`config.mk`:
```
export PLATFORM = sky130hd
export DESIGN_NAME = rr_arbiter8
export DESIGN_NICKNAME = d
export VERILOG_FILES = /design/src/rtl/arb_defs.sv /design/src/rtl/rr_prio_enc8.sv /design/src/rtl/rr_arbiter8.sv
export SDC_FILE = /design/constraint.sdc
export NUM_CORES = 1
export LEC_CHECK = 0
export BUFFER_PORTS_ARGS = -buffer_cell sky130_fd_sc_hd__buf_2
export CAP_MARGIN = 0
export CORE_MARGIN = 5
export CORE_UTILIZATION = 45
export CTS_CLUSTER_DIAMETER = 30
export DETAILED_ROUTE_END_ITERATION = 10
export GPL_ROUTABILITY_DRIVEN = 0
export PLACE_DENSITY = 0.67
export SLEW_MARGIN = 20
export SYNTH_ARGS = -nofsm -noshare
export SYNTH_HDL_FRONTEND = slang
export SYNTH_SLANG_ARGS = --single-unit
export TNS_END_PERCENT = 1
```
`constraint.sdc`:
```
create_clock -name clk -period 4.1 [get_ports clk]
set_clock_uncertainty 0.15 [all_clocks]
set_input_delay 0.615 -clock clk [delete_from_list [all_inputs] [get_ports clk]]
set_output_delay 0.615 -clock clk [all_outputs]
set_load 0.05 [all_outputs]
```
`src/rtl/arb_defs.sv`:
```
// arb_defs: shared encodings and widths for the 8-way round-robin arbiter
package arb_defs;
  localparam int N_REQ = 8;
  localparam int IDX_W = 3;
  localparam int HOLD_W = 8;
  typedef enum logic {ST_IDLE = 1'b0, ST_GRANT = 1'b1} state_t;
endpackage

```
`src/rtl/rr_prio_enc8.sv`:
```
// rr_prio_enc8: rotating priority encoder, first set req bit at or after start wins
module rr_prio_enc8
  import arb_defs::*;
(
  input  logic [N_REQ-1:0] req,
  input  logic [IDX_W-1:0] start,
  output logic [IDX_W-1:0] idx,
  output logic [N_REQ-1:0] onehot,
  output logic             any
);
  logic [N_REQ-1:0] rot;
  logic [IDX_W-1:0] pos;
  assign rot = N_REQ'({req, req} >> start);
  always_comb begin
    pos = '0;
    for (int i = N_REQ - 1; i >= 0; i--) pos = rot[i] ? IDX_W'(i) : pos;
  end
  assign idx = pos + start;
  assign onehot = N_REQ'(1) << idx;
  assign any = |req;
endmodule

```
`src/rtl/rr_arbiter8.sv`:
```
// rr_arbiter8: round-robin arbiter with registered one-hot grant and hold timeout
module rr_arbiter8
  import arb_defs::*;
#(
  parameter int unsigned MAX_HOLD = 16
) (
  input  logic             clk,
  input  logic             rst,
  input  logic [N_REQ-1:0] req,
  output logic [N_REQ-1:0] gnt,
  output logic [IDX_W-1:0] gnt_idx,
  output logic             gnt_valid,
  output logic             timeout
);
  localparam logic [HOLD_W-1:0] HOLD_LIM = HOLD_W'(MAX_HOLD);
  state_t st;
  logic [IDX_W-1:0] ptr, start, win_idx;
  logic [HOLD_W-1:0] hold_cnt;
  logic [N_REQ-1:0] win_oh;
  logic win_any, forced, release_now;
  // while granted, the search restarts just past the owner so it ends up last
  assign start = (st == ST_GRANT) ? gnt_idx + 1'b1 : ptr;
  assign forced = (MAX_HOLD != 0) && (hold_cnt == HOLD_LIM) && req[gnt_idx];
  assign release_now = !req[gnt_idx] || forced;
  rr_prio_enc8 u_enc (
    .req    (req),
    .start  (start),
    .idx    (win_idx),
    .onehot (win_oh),
    .any    (win_any)
  );
  always_ff @(posedge clk) begin
    if (rst) begin
      st        <= ST_IDLE;
      gnt       <= '0;
      gnt_idx   <= '0;
      gnt_valid <= 1'b0;
      timeout   <= 1'b0;
      ptr       <= '0;
      hold_cnt  <= '0;
    end else begin
      timeout <= 1'b0;
      if (st == ST_IDLE || release_now) begin
        if (st == ST_GRANT) begin
          ptr     <= gnt_idx + 1'b1;
          timeout <= forced;
        end
        if (win_any) begin
          st        <= ST_GRANT;
          gnt       <= win_oh;
          gnt_idx   <= win_idx;
          gnt_valid <= 1'b1;
          hold_cnt  <= HOLD_W'(1);
        end else begin
          st        <= ST_IDLE;
          gnt       <= '0;
          gnt_valid <= 1'b0;
          hold_cnt  <= '0;
        end
      end else begin
        hold_cnt <= (&hold_cnt) ? hold_cnt : hold_cnt + 1'b1;
      end
    end
  end
endmodule
```
==> impl_metrics.env <==
export IMPL_finalSetupViolCount=0
export IMPL_clk_latency_ns=0.26
export IMPL_cts_tree="yes"
export IMPL_clock_power_share=0.120
export IMPL_io_pins=23
export IMPL_drive_above_1_share=0.2412
export IMPL_area_growth_pct=14.80
export IMPL_syn_inst=237
export IMPL_crit_fanout=7
export IMPL_num_rows=23
export IMPL_htreeDepth=1
export IMPL_cts_inserted_buffers=3
export IMPL_antenna_found_initial=0
export IMPL_initial_utilization=0.4687
export IMPL_wire_per_inst_um=15.36
export IMPL_netSwitchingFraction=0.4869
export IMPL_port_buffers=22
export IMPL_drt_initial_drc_count=135
export IMPL_synth_seq_cells=24
export IMPL_die_h_um=75.01
export IMPL_maxSlewHeadroom=0.4325
export IMPL_viasPerCell=6.049
export IMPL_end_kind="flop"
export IMPL_grt_busiest_layer="met2"
export IMPL_global_route_usage_met3=0.02670
export IMPL_synth_edf_count=0
export IMPL_status="finished clean"
export IMPL_first_global_vias=1773
export IMPL_clkSlewWorstSetupHoldPaths_ns=0.08
export IMPL_hold_path_depth=2
export IMPL_grtUsageMet2=0.2930
export IMPL_syn_area_um2=1902
export IMPL_gr_total_overflow=0
export IMPL_p_leak_nw=0.8591
export IMPL_grt_pass1_wl_um=7921
export IMPL_vias=1857
export IMPL_p_seq_frac=0.193
export IMPL_tightest_slew_ns=0.8447
export IMPL_remaining_drc_errors=0
export IMPL_r2r_slack_ns=0.22
export IMPL_async_reset_ff_frac=0
export IMPL_maxClockFrequency_mhz=257.9
export IMPL_syn_num_nets=252
export IMPL_vdd_drop_max_v=0.0002997
export IMPL_power_frac_comb=0.687
export IMPL_crit_arrival_ns=3.92
export IMPL_first_pass_iters=4
export IMPL_clockBufferDepth=2
export IMPL_dieArea_um2=5627
export IMPL_finalSetupTns_ns=0
export IMPL_grtUsageTotal=0.1774
export IMPL_ant_nets=0
export IMPL_finalHoldViolations=0
export IMPL_layout_nets=273
export IMPL_power_total_mw=1.707
export IMPL_antenna_cells=0
export IMPL_seq_area_frac_synth=0.2526
export IMPL_r2r_cells=15
export IMPL_cts_root_buf="clkbuf_8"
export IMPL_worstHoldPathType="reg2reg"
export IMPL_critical_path_class="reg2reg"
export IMPL_clock_sinks=24
export IMPL_drv_cap=0
export IMPL_fin_crit_sh=0.9457
export IMPL_yosysWarnings=0
export IMPL_critPathLaunchType="flop"
export IMPL_dpl_hpwl_um=3513
export IMPL_rsz0062_at_grt="false"
export IMPL_cp_required_ns=4.14
export IMPL_p_sw_mw=0.8310
export IMPL_post_synth_num_cell_types=45
export IMPL_slew_viol_final=0
export IMPL_met1_usage=0.2406
export IMPL_p_int_mw=0.8758
export IMPL_syn_avg_cell_area_um2=8.025
export IMPL_drt_wl_total_um=4715
export IMPL_ys_flop_type="dfxtp_1"
export IMPL_fp_dieW_um=75.01
export IMPL_num_fill_cells=377
export IMPL_grt_max_degree=17
export IMPL_fin_crit_ns=3.877
export IMPL_power_per_cell_area_nw_per_um2=781.8
export IMPL_core_um2=4058
## critical path, cell delays in order, from the launching register on
cell and delay [ns]:
dfxtp_4 0.38, ha_2 0.20, xnor2_2 0.13, a21o_1 0.21, buf_4 0.15, and3_1 0.15, a211o_1 0.28, a211oi_2 0.18
o211ai_1 0.12, a31oi_1 0.22, ha_2 0.19, inv_1 0.05, fa_1 0.46, or4_4 0.56, or2_4 0.23, o211ai_1 0.16
## kinds of logic after synthesis
family                     synth area share
AOI/OAI and AO/OA                    0.2316
xor gates and xnor gates            0.02303
adders and majority gates           0.03684
buffers and inverters               0.06315
DFF                                  0.2526
muxes                                0.1138
and+or+nand+nor                      0.2790
## per-stage QoR
step           std cells    util  area [um^2]  worst slack, ns  hold WS, ns
2_1_floorplan        237       -         1907          0.01664       0.3010
3_3_place_gp         300  0.5066         2056           0.2383       0.3048
3_5_place_dp         300  0.5066         2056           0.1661       0.3131
4_1_cts              304  0.5242         2127           0.1405       0.3331
5_1_grt              307  0.5381         2183         0.001867       0.3548
6_report             307  0.5381         2183           0.2225       0.3263
## power groups by stage
stage | clock (mW) | sequential [mW] | combinational [mW]
floorplan | 0 | 0.470 | 0.710
global placement | 0 | 0.329 | 1.12
finish | 0.205 | 0.329 | 1.17
CTS | 0.213 | 0.326 | 1.13
detailed placement | 0 | 0.332 | 1.12
global route | 0.224 | 0.337 | 1.28
## path summary, 6_finish.rpt
| kind | start | end |
|---|---|---|
| max | gnt_idx[0] | gnt[6] |
| min | gnt[7] | gnt[7] |
| max reg2reg | gnt_idx[0] | gnt[6] |
| min reg2reg | gnt[7] | gnt[7] |
## synth_stat cells (2+ instances only)
master	number	area [um^2]
nand3_1	20	100.1
mux2_2	3	33.78
buf_4	2	15.01
mux2i_1	4	40.04
xnor2_1	4	35.03
o211a_1	3	30.03
and3_1	8	50.05
a21o_1	2	15.01
nor4_1	6	37.54
and2_1	7	43.79
ha_1	4	50.05
inv_1	6	22.52
dfxtp_1	24	480.5
buf_2	3	15.01
nor2b_1	2	12.51
clkbuf_1	12	45.04
mux4_2	4	90.09
nor2_1	19	71.32
nand2b_1	4	25.02
nor3_1	8	40.04
buf_6	2	22.52
or3_1	3	18.77
a31oi_1	3	18.77
nand2_1	19	71.32
a211o_1	2	17.52
a211oi_1	5	37.54
o211ai_1	9	67.56
a21oi_1	13	65.06
mux4_1	2	52.55
o21ai_0	10	50.05
o2111ai_1	9	78.83
a21bo_2	2	20.02
## area by class of cell
type | count | area (um^2) | area share
Timing Repair Buffer | 35 | 207.7 | 0.09513
Sequential cell | 24 | 489.2 | 0.2241
Clock buffer | 3 | 41.29 | 0.01891
Multi-Input combinational cell | 188 | 1330 | 0.6092
Inverter | 6 | 22.52 | 0.01032
Tap cell | 50 | 62.56 | 0.02865
Clock inverter | 1 | 30.03 | 0.01375
## metal layers
metal	part of all wire	vias to the layer above	routed length [um]
met5	0	-	0
met4	0.016	0	76
met3	0.032	6	153
met2	0.50	41	2343
met1	0.45	877	2141
li1	-	933	-
## registers in the layout, indices dropped and copies added, names as in the netlist
| signal | flops |
|---|---|
| gnt | 8 |
| hold_cnt | 8 |
| gnt_idx | 3 |
| ptr | 3 |
| st | 1 |
| timeout | 1 |
## repair_timing
action | 4_1_cts | 5_1_grt
setup endpoints to repair | 0 | 4
hold buffers | 0 | 0
gates resized for setup | 0 | 10
buffers inserted | 0 | 3
## placed cells by master, fill, tap and decap left out, types with 7 or more instances in the layout
cell       count
o211ai_1       9
buf_4         13
o2111ai_1      9
nand2_1       19
nor3_1         8
dfxtp_1       21
o21ai_0       10
and2_1         7
nor2_1        19
a21oi_1       13
and3_1         8
nand3_1       20
buf_2         22
No activity file was read; power rests on OpenSTA's default activity.
